### src/rtl/mem_arbiter_pkg.sv
// Shared types for the instruction/data memory bus arbiter: FSM state
// encodings, grant encodings and the grant-selection rule.
package mem_arbiter_pkg;

    typedef enum logic [2:0] {
        IDLE  = 3'd0,
        IBUS  = 3'd1,
        DBUS  = 3'd2,
        IRESP = 3'd3,
        DRESP = 3'd4
    } arbState_t;

    typedef enum logic {
        GNT_I = 1'b0,
        GNT_D = 1'b1
    } grant_t;

    // Chooses the winner when at least one requester is pending.
    function automatic grant_t pickGrant(input logic iReq, input logic dReq,
                                         input logic dataPrio, input grant_t lastGrant);
        if (iReq && dReq) begin
            if (dataPrio) return GNT_D;
            return (lastGrant == GNT_I) ? GNT_D : GNT_I;
        end
        if (dReq) return GNT_D;
        return GNT_I;
    endfunction

endpackage

### src/rtl/mem_arbiter_if.sv
// Bundle of the fetch port, data port and shared memory bus around the
// arbiter. master = arbiter view, slave = pipeline/memory environment view.
interface mem_arbiter_if #(
    parameter int AW = 32,
    parameter int DW = 32
);
    logic          i_req;
    logic [AW-1:0] i_addr;
    logic [DW-1:0] i_rdata;
    logic          i_done;
    logic          i_stall;

    logic          d_req;
    logic          d_we;
    logic [AW-1:0] d_addr;
    logic [DW-1:0] d_wdata;
    logic [DW-1:0] d_rdata;
    logic          d_done;
    logic          d_stall;

    logic          mem_req;
    logic          mem_we;
    logic [AW-1:0] mem_addr;
    logic [DW-1:0] mem_wdata;
    logic [DW-1:0] mem_rdata;
    logic          mem_ack;
    logic          bus_err;

    modport master (
        input  i_req, i_addr, d_req, d_we, d_addr, d_wdata, mem_rdata, mem_ack,
        output i_rdata, i_done, i_stall, d_rdata, d_done, d_stall,
               mem_req, mem_we, mem_addr, mem_wdata, bus_err
    );

    modport slave (
        output i_req, i_addr, d_req, d_we, d_addr, d_wdata, mem_rdata, mem_ack,
        input  i_rdata, i_done, i_stall, d_rdata, d_done, d_stall,
               mem_req, mem_we, mem_addr, mem_wdata, bus_err
    );

endinterface

### src/rtl/mem_arbiter.sv
// Shares one single-port memory bus between the fetch (I) and mem-stage (D)
// ports. One transaction at a time: grant in IDLE, hold the bus until ack
// or timeout, pulse done for one cycle, then return to IDLE.
module mem_arbiter
    import mem_arbiter_pkg::*;
#(
    parameter int AW        = 32,
    parameter int DW        = 32,
    parameter int DATA_PRIO = 1,
    parameter int TIMEOUT   = 16
) (
    input logic          clk,
    input logic          rst,
    mem_arbiter_if.master bus
);

    // A zero TIMEOUT disables the watchdog; keep the counter at least 1 bit wide.
    localparam int            CW       = (TIMEOUT > 0) ? $clog2(TIMEOUT + 1) : 1;
    localparam bit            TO_EN    = (TIMEOUT != 0);
    localparam logic [CW-1:0] CNT_LAST = CW'((TIMEOUT > 0) ? TIMEOUT - 1 : 0);

    arbState_t     state, nextState;
    grant_t        lastGrant;
    logic [CW-1:0] toCnt;

    logic          grantI, grantD;
    logic          ackTake, toFire;

    logic          memReq, memWe;
    logic [AW-1:0] memAddr;
    logic [DW-1:0] memWdata;
    logic [DW-1:0] iRdata, dRdata;
    logic          busErr;

    // Next-state and per-cycle control decode.
    always_comb begin
        // NOTE: every output of this block gets a default first, so no path leaves one unassigned and no latch is inferred.
        nextState = state;
        grantI    = 1'b0;
        grantD    = 1'b0;
        ackTake   = 1'b0;
        toFire    = 1'b0;
        unique case (state)
            IDLE: begin
                if (bus.i_req || bus.d_req) begin
                    if (pickGrant(bus.i_req, bus.d_req, DATA_PRIO != 0, lastGrant) == GNT_D) begin
                        grantD    = 1'b1;
                        nextState = DBUS;
                    end else begin
                        grantI    = 1'b1;
                        nextState = IBUS;
                    end
                end
            end
            IBUS, DBUS: begin
                // An ack in the last allowed cycle beats the timeout.
                if (bus.mem_ack) begin
                    ackTake   = 1'b1;
                    nextState = (state == IBUS) ? IRESP : DRESP;
                end else if (TO_EN && toCnt == CNT_LAST) begin
                    toFire    = 1'b1;
                    nextState = (state == IBUS) ? IRESP : DRESP;
                end
            end
            IRESP, DRESP: nextState = IDLE;
            default:      nextState = IDLE;
        endcase
    end

    // State register.
    always_ff @(posedge clk or negedge rst) begin
        // NOTE: sequential state uses non-blocking assignment so every flop samples pre-edge values.
        if (!rst) state <= IDLE;
        else      state <= nextState;
    end

    // Remember the last winner for round-robin.
    always_ff @(posedge clk or negedge rst) begin
        if (!rst)        lastGrant <= GNT_I;
        else if (grantI) lastGrant <= GNT_I;
        else if (grantD) lastGrant <= GNT_D;
    end

    // Timeout counter: cleared at grant, counts ack-less bus cycles.
    always_ff @(posedge clk or negedge rst) begin
        if (!rst)
            toCnt <= '0;
        else if (grantI || grantD)
            toCnt <= '0;
        else if ((state == IBUS || state == DBUS) && !ackTake && !toFire)
            toCnt <= toCnt + CW'(1);
    end

    // Bus registers: loaded at grant, held stable until ack or timeout.
    always_ff @(posedge clk or negedge rst) begin
        if (!rst) begin
            memReq   <= 1'b0;
            memWe    <= 1'b0;
            memAddr  <= '0;
            memWdata <= '0;
        end else if (grantI) begin
            memReq   <= 1'b1;
            memWe    <= 1'b0;
            memAddr  <= bus.i_addr;
        end else if (grantD) begin
            memReq   <= 1'b1;
            memWe    <= bus.d_we;
            memAddr  <= bus.d_addr;
            memWdata <= bus.d_wdata;
        end else if (ackTake || toFire) begin
            memReq   <= 1'b0;
        end
    end

    // Fetched-instruction holding register; a timeout returns 0 (a NOP).
    always_ff @(posedge clk or negedge rst) begin
        // NOTE: the held read-data registers are reset as well, so the pipeline sees 0 rather than X after reset.
        if (!rst)
            iRdata <= '0;
        else if (state == IBUS && ackTake)
            iRdata <= bus.mem_rdata;
        else if (state == IBUS && toFire)
            iRdata <= '0;
    end

    // Load-data holding register; writes never touch it.
    always_ff @(posedge clk or negedge rst) begin
        if (!rst)
            dRdata <= '0;
        else if (state == DBUS && !memWe && ackTake)
            dRdata <= bus.mem_rdata;
        else if (state == DBUS && !memWe && toFire)
            dRdata <= '0;
    end

    // Sticky timeout flag, cleared only by reset.
    always_ff @(posedge clk or negedge rst) begin
        if (!rst)        busErr <= 1'b0;
        else if (toFire) busErr <= 1'b1;
    end

    assign bus.mem_req   = memReq;
    assign bus.mem_we    = memWe;
    assign bus.mem_addr  = memAddr;
    assign bus.mem_wdata = memWdata;
    assign bus.i_rdata   = iRdata;
    assign bus.d_rdata   = dRdata;
    assign bus.bus_err   = busErr;
    assign bus.i_done    = (state == IRESP);
    assign bus.d_done    = (state == DRESP);
    // Stalls depend only on state and request, never on mem_ack.
    assign bus.i_stall   = bus.i_req & (state != IRESP);
    assign bus.d_stall   = bus.d_req & (state != DRESP);

endmodule

### src/flat_wrapper.sv
// flat-port wrapper written by rule: the top's interface ports become plain ports
module mem_arbiter_flat import mem_arbiter_pkg::*;
#(
    parameter int AW        = 32,
    parameter int DW        = 32,
    parameter int DATA_PRIO = 1,
    parameter int TIMEOUT   = 16
)
  (clk, rst, bus_i_req, bus_i_addr, bus_d_req, bus_d_we, bus_d_addr, bus_d_wdata, bus_mem_rdata, bus_mem_ack, bus_i_rdata, bus_i_done, bus_i_stall, bus_d_rdata, bus_d_done, bus_d_stall, bus_mem_req, bus_mem_we, bus_mem_addr, bus_mem_wdata, bus_bus_err);
  mem_arbiter_if #(.AW(AW), .DW(DW)) bus_i ();
  input logic clk;
  input logic rst;
  input wire logic [$bits(bus_i.i_req)-1:0] bus_i_req;
  input wire logic [$bits(bus_i.i_addr)-1:0] bus_i_addr;
  input wire logic [$bits(bus_i.d_req)-1:0] bus_d_req;
  input wire logic [$bits(bus_i.d_we)-1:0] bus_d_we;
  input wire logic [$bits(bus_i.d_addr)-1:0] bus_d_addr;
  input wire logic [$bits(bus_i.d_wdata)-1:0] bus_d_wdata;
  input wire logic [$bits(bus_i.mem_rdata)-1:0] bus_mem_rdata;
  input wire logic [$bits(bus_i.mem_ack)-1:0] bus_mem_ack;
  output wire logic [$bits(bus_i.i_rdata)-1:0] bus_i_rdata;
  output wire logic [$bits(bus_i.i_done)-1:0] bus_i_done;
  output wire logic [$bits(bus_i.i_stall)-1:0] bus_i_stall;
  output wire logic [$bits(bus_i.d_rdata)-1:0] bus_d_rdata;
  output wire logic [$bits(bus_i.d_done)-1:0] bus_d_done;
  output wire logic [$bits(bus_i.d_stall)-1:0] bus_d_stall;
  output wire logic [$bits(bus_i.mem_req)-1:0] bus_mem_req;
  output wire logic [$bits(bus_i.mem_we)-1:0] bus_mem_we;
  output wire logic [$bits(bus_i.mem_addr)-1:0] bus_mem_addr;
  output wire logic [$bits(bus_i.mem_wdata)-1:0] bus_mem_wdata;
  output wire logic [$bits(bus_i.bus_err)-1:0] bus_bus_err;
  assign bus_i.i_req = bus_i_req;
  assign bus_i.i_addr = bus_i_addr;
  assign bus_i.d_req = bus_d_req;
  assign bus_i.d_we = bus_d_we;
  assign bus_i.d_addr = bus_d_addr;
  assign bus_i.d_wdata = bus_d_wdata;
  assign bus_i.mem_rdata = bus_mem_rdata;
  assign bus_i.mem_ack = bus_mem_ack;
  assign bus_i_rdata = bus_i.i_rdata;
  assign bus_i_done = bus_i.i_done;
  assign bus_i_stall = bus_i.i_stall;
  assign bus_d_rdata = bus_i.d_rdata;
  assign bus_d_done = bus_i.d_done;
  assign bus_d_stall = bus_i.d_stall;
  assign bus_mem_req = bus_i.mem_req;
  assign bus_mem_we = bus_i.mem_we;
  assign bus_mem_addr = bus_i.mem_addr;
  assign bus_mem_wdata = bus_i.mem_wdata;
  assign bus_bus_err = bus_i.bus_err;
  mem_arbiter #(.AW(AW), .DW(DW), .DATA_PRIO(DATA_PRIO), .TIMEOUT(TIMEOUT)) u_core (.clk(clk), .rst(rst), .bus(bus_i));
endmodule
### config.mk
export PLATFORM = sky130hd
export DESIGN_NAME = mem_arbiter_flat
export DESIGN_NICKNAME = d
export VERILOG_FILES = /design/src/rtl/mem_arbiter_pkg.sv /design/src/rtl/mem_arbiter_if.sv /design/src/rtl/mem_arbiter.sv /design/src/flat_wrapper.sv
export SDC_FILE = /design/constraint.sdc
export NUM_CORES = 1
export LEC_CHECK = 0
export CORE_AREA = 2 2 156 158
export CTS_CLUSTER_DIAMETER = 100
export CTS_CLUSTER_SIZE = 28
export DETAILED_ROUTE_END_ITERATION = 10
export DIE_AREA = 0 0 158 160
export HOLD_SLACK_MARGIN = 0.15
export SYNTH_ARGS = -nofsm -noshare
export SYNTH_HDL_FRONTEND = slang
export SYNTH_SLANG_ARGS = --single-unit
### constraint.sdc
create_clock -name clk -period 6.05 [get_ports clk]
set_input_delay 0.605 -clock clk [delete_from_list [all_inputs] [get_ports clk]]
set_output_delay 0.605 -clock clk [all_outputs]
set_load 0.005 [all_outputs]
Word level (Yosys, flattened, before mapping)
Cells that the tools add are included.
W data, S select, Z words.

word-level totals
  register bits = 140
  bits in latches = 0
  bits in writable memories = 0
  ROM bits = 0
  input port bits = 134
  output and inout bits = 135
  word-level logic and storage cells = 97
  memories = 0

cells by class
  add/sub/neg operators = 1
  multipliers = 0
  div/mod/pow operators = 0
  $lt $le $gt $ge = 0
  equal/unequal tests = 9
  shifts and indexed selects = 0
  muxes and demuxes = 50
  bitwise logic cells = 3
  reduce and logical (&&, ||, !) cells = 24

operators with widths
  operator               count
  $mux W32               6
  $mux W1                36
  $mux W3                4
  $mux W5                2
  $logic_and A1 B1 Y1    8
  $reduce_bool A2 Y1     4
  $eq A3 B2 Y1 const B   2
  $ne A3 B2 Y1 const B   2
  $pmux W3 S2            1
  $add A5 B1 Y5 const B  1
  $eq A5 B4 Y1 const B   1
  $logic_or A1 B1 Y1     4
  $reduce_and A2 Y1      2
  $eq A3 B1 Y1 const B   1
  $eq A3 B3 Y1 const B   1
  $logic_not A1 Y1       3
  $logic_not A3 Y1       1
  $ne A3 B3 Y1 const B   1
  $reduce_bool A3 Y1     1
  $and A1 B1 Y1          2
  $mux W2                1
  $ne A2 B1 Y1 const B   1
  $reduce_or A2 Y1       1
  $not A1 Y1             1

Longest topological paths before layout
Gate-level depths: netlist of run 1.

  word-level depth = 16
  gate-level depth with buffers = 8
  mapped depth without buffers = 6

Worst setup path after synthesis of run 1
OpenSTA, ideal clock, no wires.

  kind = register to register
  start = register u_core.toCnt[0]
  end = register u_core.iRdata[10], in the netlist u_core.bus.i_rdata[10]
  data arrival time = 1.865 ns
  required time = 5.929 ns
  setup slack = 4.064 ns
  cell stages (with the launch flop) = 9
  buffers on the path = 2
  period minus slack after synthesis = 1.986 ns
  path through = dfrtp_1 ha_1 and3_1 ha_1 nor2_1 or4b_1 buf_2 buf_6 a22o_1

on the way
  longest elaborated chain between the ends = 6

RTL lines
  what                                 line                source
  start, declared                      mem_arbiter.sv:24   logic [CW-1:0] toCnt;
  start signal, assigned               mem_arbiter.sv:91   toCnt <= toCnt + CW'(1);
  $eq A5 B4 Y1                         mem_arbiter.sv:60   end else if (TO_EN && toCnt == CNT_LAST) begin
  $mux W1                              mem_arbiter.sv:60
  $mux W1                              mem_arbiter.sv:57   if (bus.mem_ack) begin
  $mux W1                              mem_arbiter.sv:43   unique case (state)
  $logic_and A1 B1 Y1                  mem_arbiter.sv:122  else if (state == IBUS && toFire)
  $reduce_bool A2 Y1 (no source line)  --
  end signal, assigned                 mem_arbiter.sv:121  iRdata <= bus.mem_rdata;
  end, declared                        mem_arbiter.sv:32   logic [DW-1:0] iRdata, dRdata;

No other way between the ends.
A chain may end at the register's enable or synchronous reset.

Worst setup path in the final report of run 1
  start = register u_core.state[2]
  end = output bus_i_stall

on the way
  longest elaborated chain between the ends = 2

RTL lines
  what                    line                source
  start, declared         mem_arbiter.sv:22   arbState_t state, nextState;
  start signal, assigned  mem_arbiter.sv:74   else state <= nextState;
  $ne A3 B2 Y1            mem_arbiter.sv:152  assign bus.i_stall = bus.i_req & (state != IRESP);
  $and A1 B1 Y1           mem_arbiter.sv:152
  end, declared           flat_wrapper.sv:23  output wire logic [$bits(bus_i.i_stall)-1:0] bus_i_stall;

No other way between the ends.

==> qor.yml, run 1 <==
max_cap_viol_count: 0
start_util_pct: 24.5
pin_count: 269
syn-cell-area_mm2: 0.00583
worst_pin_slew_ps: 1020
die_w_um: 158
seq_area_frac_synth_pct: 59.7
status: "complete, no violations"
rsz0062_at_grt: "no"
dieHeight_um: 160
design.core.area_mm2: 0.0238
syn-num-nets: 592
rows: 57
clkSlewWorstSetupHoldPaths_ps: 70
fmax_mhz: 381
maxSlewHeadroom_pct: 32.2
postCtsSetupRepairBufs: 0
dp_hpwl_um: 12000
min_period_ps: 2620
drive_above_1_share_pct: 11.2
cts_hold_buf: 0
synth_warnings: 0
fin_crit_sh_pct: 43.4
critPathMaxFanout: 15
grt_pass1_wl_um: 27800
grtUsageTotal_pct: 14.1
grt-ovfl-total: 0
setup_tns_ps: 0
grt_pass1_vias: 4719
antenna_found_initial: 1
yosys-top-cells-area: "dfrtp_1 (60%), a22o_1 (9.6%), mux2_4 (7.2%)"
p_leak_nw: 3.89
firstDrtPassIters: 4
fin_worst_skew_ps: 11.0
wire_per_inst_um: 17.3
insertion_delay_ps: 420
ys_types: 36
io_buffers: 268
clock-sinks: 139
required_ps: 5440
drv_slew: 0
drc: 0
syn2layout_area_growth_pct: 61.2
grt_start_max_net_pins: 74
gp_congestion: 0.723
place_area_mm2: 0.00879
synth_ff_type: "dfrtp_1"
synth_top_area_cell: "dfrtp_1"
yosys.area.top_type_share_pct: 59.7
async_reset_ff_share_pct: 100
cts_buffers: 17
wl_um: 18100
cts_root_buf: "clkbuf_16"
cp.arrival_ps: 2020
drt_iter0_drc: 309
ant_nets: 0
setup_violations: 0
holdCritPathClass: "in -> async"
finalHoldViolCount: 0
layout_commonest_cell: "clkdlybuf4s50_1"
cts_tree: "done"
start_kind: "flop"
clockBufferDepth: 2
endpoint_kind: "output pin"
routed_via_density: 4.61
htree_levels: 4
synthCells: 456
path_class: "reg -> out"
nNetsFinal: 846
avgSynthCellArea_um2: 12.8
finalInstanceArea_mm2: 0.00939
final_cell_mix: "clkdlybuf4s50_1 (266), dfrtp_1 (139), o22ai_1 (65)"
fin_util_pct: 39.4
powerDensity_mw_per_mm2: 519
vias: 4835
cts_resized: 0
die_area_mm2: 0.0253
irDropWorstVdd_mv: 0.318
synth_edf_count: 0
ys_ff_latch: 139
==> kinds of logic after synthesis <==
logic type / count (synthesis) / share of synthesized area [%]
buffers and inverters: 45 / 3.97
muxes: 35 / 8.53
AOI/OAI and AO/OA: 171 / 20.3
and+or+nand+nor: 62 / 6.74
xor gates and xnor gates: 2 / 0.301
DFF: 139 / 59.7
adders and majority gates: 2 / 0.429
==> power by group <==
part	internal (mW)	switching, mW
registers	1.37	0.307
logic	1.35	0.780
clock network	0.609	0.456
total	3.33	1.54
==> stage by stage <==
stage,power (mW),setup WS (ps),instances,hold WS [ps]
floorplan,2.63,4060,456,309
global placement,3.81,3390,1015,460
detailed placement,3.84,3370,1015,459
CTS,4.94,3420,1047,205
global route,5.18,3300,1048,212
finish,4.87,3430,1048,186
==> critical path, stage by stage (launching register included) <==
cell	delay, ps
dfrtp_1	720
and3b_1	270
nor2b_1	110
clkdlybuf4s50_1	510
==> path summary, 6_finish.rpt <==
kind	startpoint	endpoint	slack, ps	cells after the start
max	u_core.state[2]	bus_i_stall	3430	3
min	rst	u_core.bus.d_rdata[9]	190	1
max reg2reg	u_core.state[1]	u_core.bus.mem_wdata[15]	3780	2
min reg2reg	u_core.toCnt[3]	u_core.toCnt[3]	470	1
max in group asynchronous	rst	u_core.bus.d_rdata[14]	4430	2
min in group clk	u_core.toCnt[3]	u_core.toCnt[3]	470	1
==> final cells by class <==
cell class / count / area [µm²]
Fill cell: 2330 / 14400
Sequential cell: 139 / 3480
Timing Repair Buffer: 277 / 2750
Multi-Input combinational cell: 272 / 2140
Clock buffer: 19 / 453
Tap cell: 324 / 405
Clock inverter: 13 / 150
Inverter: 3 / 11.3
Antenna cell: 1 / 2.50
==> state kept, by name, indices dropped and copies added, names as in the netlist <==
register	cells
u_core.bus.mem_wdata	32
u_core.bus.mem_we	1
u_core.bus.mem_req	1
u_core.bus.d_rdata	32
u_core.bus.mem_addr	32
u_core.bus.bus_err	1
u_core.bus.i_rdata	32
u_core.toCnt	5
u_core.state	3
==> cell usage after synthesis (2+ instances only) <==
cell type,n
a21oi_1,34
a22o_1,64
and3_1,2
buf_1,3
buf_2,14
buf_6,6
clkbuf_1,19
dfrtp_1,139
ha_1,2
inv_1,2
mux2_2,5
mux2_4,28
mux2i_1,2
nand2_1,2
nand2b_1,32
nand3_1,3
nor2_1,5
nor3_1,3
nor4b_1,3
o21ai_0,4
o21ai_1,2
o22ai_1,65
or3_1,2
or4b_1,3
==> metal layers <==
metal	vias to the layer above	track usage [%]	wire, µm
met2	143	22.4	8860
li1	2249	-	-
met4	0	3.44	135
met5	-	0	0
met3	8	3.66	986
met1	2435	19.0	8160
Power figures use the tool's default switching activity.
==> run 2: changes to the inputs <==
clock period = 2.3 ns   (was 6.05 ns; I/O delays follow)
==> qor.yml, run 2 (synthesized netlist as in run 1, its figures left out) <==
endpoint_kind: "flop"  # was output pin
num_antenna_cells: 0  # was 1
max_cap_viol_count: 0  # unchanged
setup_tns_ps: 0  # unchanged
start_util_pct: 24.5  # unchanged
pin_count: 269  # unchanged
rsz0062_at_grt: "no"  # unchanged
die_area_mm2: 0.0253  # unchanged
dp_hpwl_um: 12500  # was 12,000 µm
finalHoldViolCount: 0  # unchanged
final_cell_count_no_fill: 1059  # was 1,048
clock-sinks: 139  # unchanged
worst-path-buf-inv: 1  # unchanged
cpPeakStageDelay_ps: 530  # was 720 ps
cts_tree: "done"  # unchanged
htree_levels: 4  # unchanged
nNetsFinal: 858  # was 846
rows: 57  # unchanged
die_w_um: 158  # unchanged
clkSlewWorstSetupHoldPaths_ps: 70  # about the same
cp_common_cell: "ha_1"
irDropWorstVdd_mv: 0.465  # was 0.318 mV
clockBufferDepth: 2  # unchanged
powerDensity_mw_per_mm2: 1350  # was 519 mW/mm²
wl_um: 18000  # was 18,100 µm
holdCritPathClass: "in -> async"  # unchanged
cp.arrival_ps: 2420  # was 2020 ps
design.core.area_mm2: 0.0238  # unchanged
firstDrtPassIters: 4  # unchanged
postCtsSetupRepairBufs: 0  # unchanged
wire_per_inst_um: 17.0  # was 17.3 µm
crit_slowest_cell: "or4b_1"  # was dfrtp_1
worst_pin_slew_ps: 612  # was 1020 ps
drv_slew: 0  # unchanged
dp.cells: 1026  # was 1,015
crit_chain: "ha_1 -> and3_1 -> ha_1 -> nor2_1 -> or4b_1 -> buf_12 -> a22o_1"  # was and3b_1 -> nor2b_1 -> clkdlybuf4s50_1
cts_hold_buf: 1  # was 0
layout_commonest_cell: "clkdlybuf4s50_1"  # unchanged
vias: 4798  # was 4,835
critPathMaxFanout: 32  # was 15
preCtsSetupSlack_ps: 180  # was 3370 ps
crit_family: "simple AND/OR/NAND/NOR gates"  # was flip-flops
syn2layout_area_growth_pct: 63.5  # was 61.2%
drc: 0  # unchanged
maxSlewHeadroom_pct: 58.6  # was 32.2%
finalInstanceArea_mm2: 0.00953  # was 0.00939 mm²
fmax_mhz: 471
setup_violations: 0  # unchanged
cts_buffers: 17  # unchanged
antenna_found_initial: 0  # was 1
required_ps: 2600  # was 5440 ps
drt_iter0_drc: 236  # was 309
final_cell_mix: "clkdlybuf4s50_1 (266), dfrtp_1 (139), o22ai_1 (65)"  # unchanged
cts_resized: 0  # unchanged
place_area_mm2: 0.00893  # was 0.00879 mm²
io_buffers: 268  # unchanged
fin_crit_sh_pct: 92.4
grt_pass1_vias: 4846  # was 4,719
grt_pass1_wl_um: 27600  # was 27,800 µm
fin_ws_ps: 175  # was 3430 ps
routed_via_density: 4.53  # was 4.61
grt_start_max_net_pins: 65  # was 74
grtUsageTotal_pct: 14.1  # about the same
grt-ovfl-total: 0  # unchanged
ant_nets: 0  # unchanged
min_period_ps: 2130
status: "complete, no violations"  # unchanged
start_kind: "flop"  # unchanged
drive_above_1_share_pct: 12.5  # was 11.2%
dieHeight_um: 160  # unchanged
insertion_delay_ps: 410  # was 420 ps
fin_worst_skew_ps: 10.2  # was 11.0 ps
path_class: "reg -> reg"  # was reg -> out
gp_congestion: 0.746  # was 0.723
cts_root_buf: "clkbuf_16"  # unchanged
p_leak_nw: 3.96  # was 3.89 nW
[run 2: path summary, 6_finish.rpt]
path	startpoint	to	slack [ps]	cells past startpoint
max	u_core.toCnt[0]	u_core.bus.i_rdata[7]	170	7
min	rst	u_core.bus.i_rdata[8]	350	2
max reg2reg	u_core.toCnt[0]	u_core.bus.i_rdata[7]	170	7
min reg2reg	u_core.toCnt[3]	u_core.toCnt[3]	490	1
max in group asynchronous	rst	u_core.bus.mem_wdata[29]	1270	3
min in group clk	bus_d_we	u_core.bus.mem_we	370	3
[run 2: routing by layer]
layer,GRT usage [%],share of wire [%],vias to the layer above
met5,0,0,-
met4,3.97,1.1,0
met3,3.26,5.3,10
met2,23.3,50,163
met1,18.4,43,2364
li1,-,-,2261
[run 2: worst reg2reg max path, stage by stage (launching register included)]
cell     delay [ps]
dfrtp_1         380
ha_1            160
and3_1          160
ha_1            230
nor2_1           90
or4b_1          530
buf_12          200
a22o_1          260
[run 2: through the flow]
step | hold slack [ps] | utilization [%] | power, mW
2_1_floorplan | -65.6 | - | 6.91
3_3_place_gp | 251 | 37.5 | 10.1
3_5_place_dp | 249 | 37.5 | 10.2
4_1_cts | 357 | 40.0 | 13.0
5_1_grt | 376 | 40.0 | 13.7
6_report | 348 | 40.0 | 12.9
[run 2: power by group]
part / internal (mW) / switching [mW]
clock network: 1.53 / 1.19
registers: 3.61 / 0.773
logic: 3.64 / 2.10
total: 8.79 / 4.07
[run 2: layout make-up]
| cell class | count | area, µm² |
|---|---|---|
| clock inverter | 15 | 160 |
| clock buffer | 17 | 425 |
| timing repair buffer | 289 | 2900 |
| fill | 2312 | 14300 |
| inverter | 3 | 11.3 |
| tap | 324 | 405 |
| sequential | 139 | 3480 |
| multi-input combinational | 272 | 2140 |
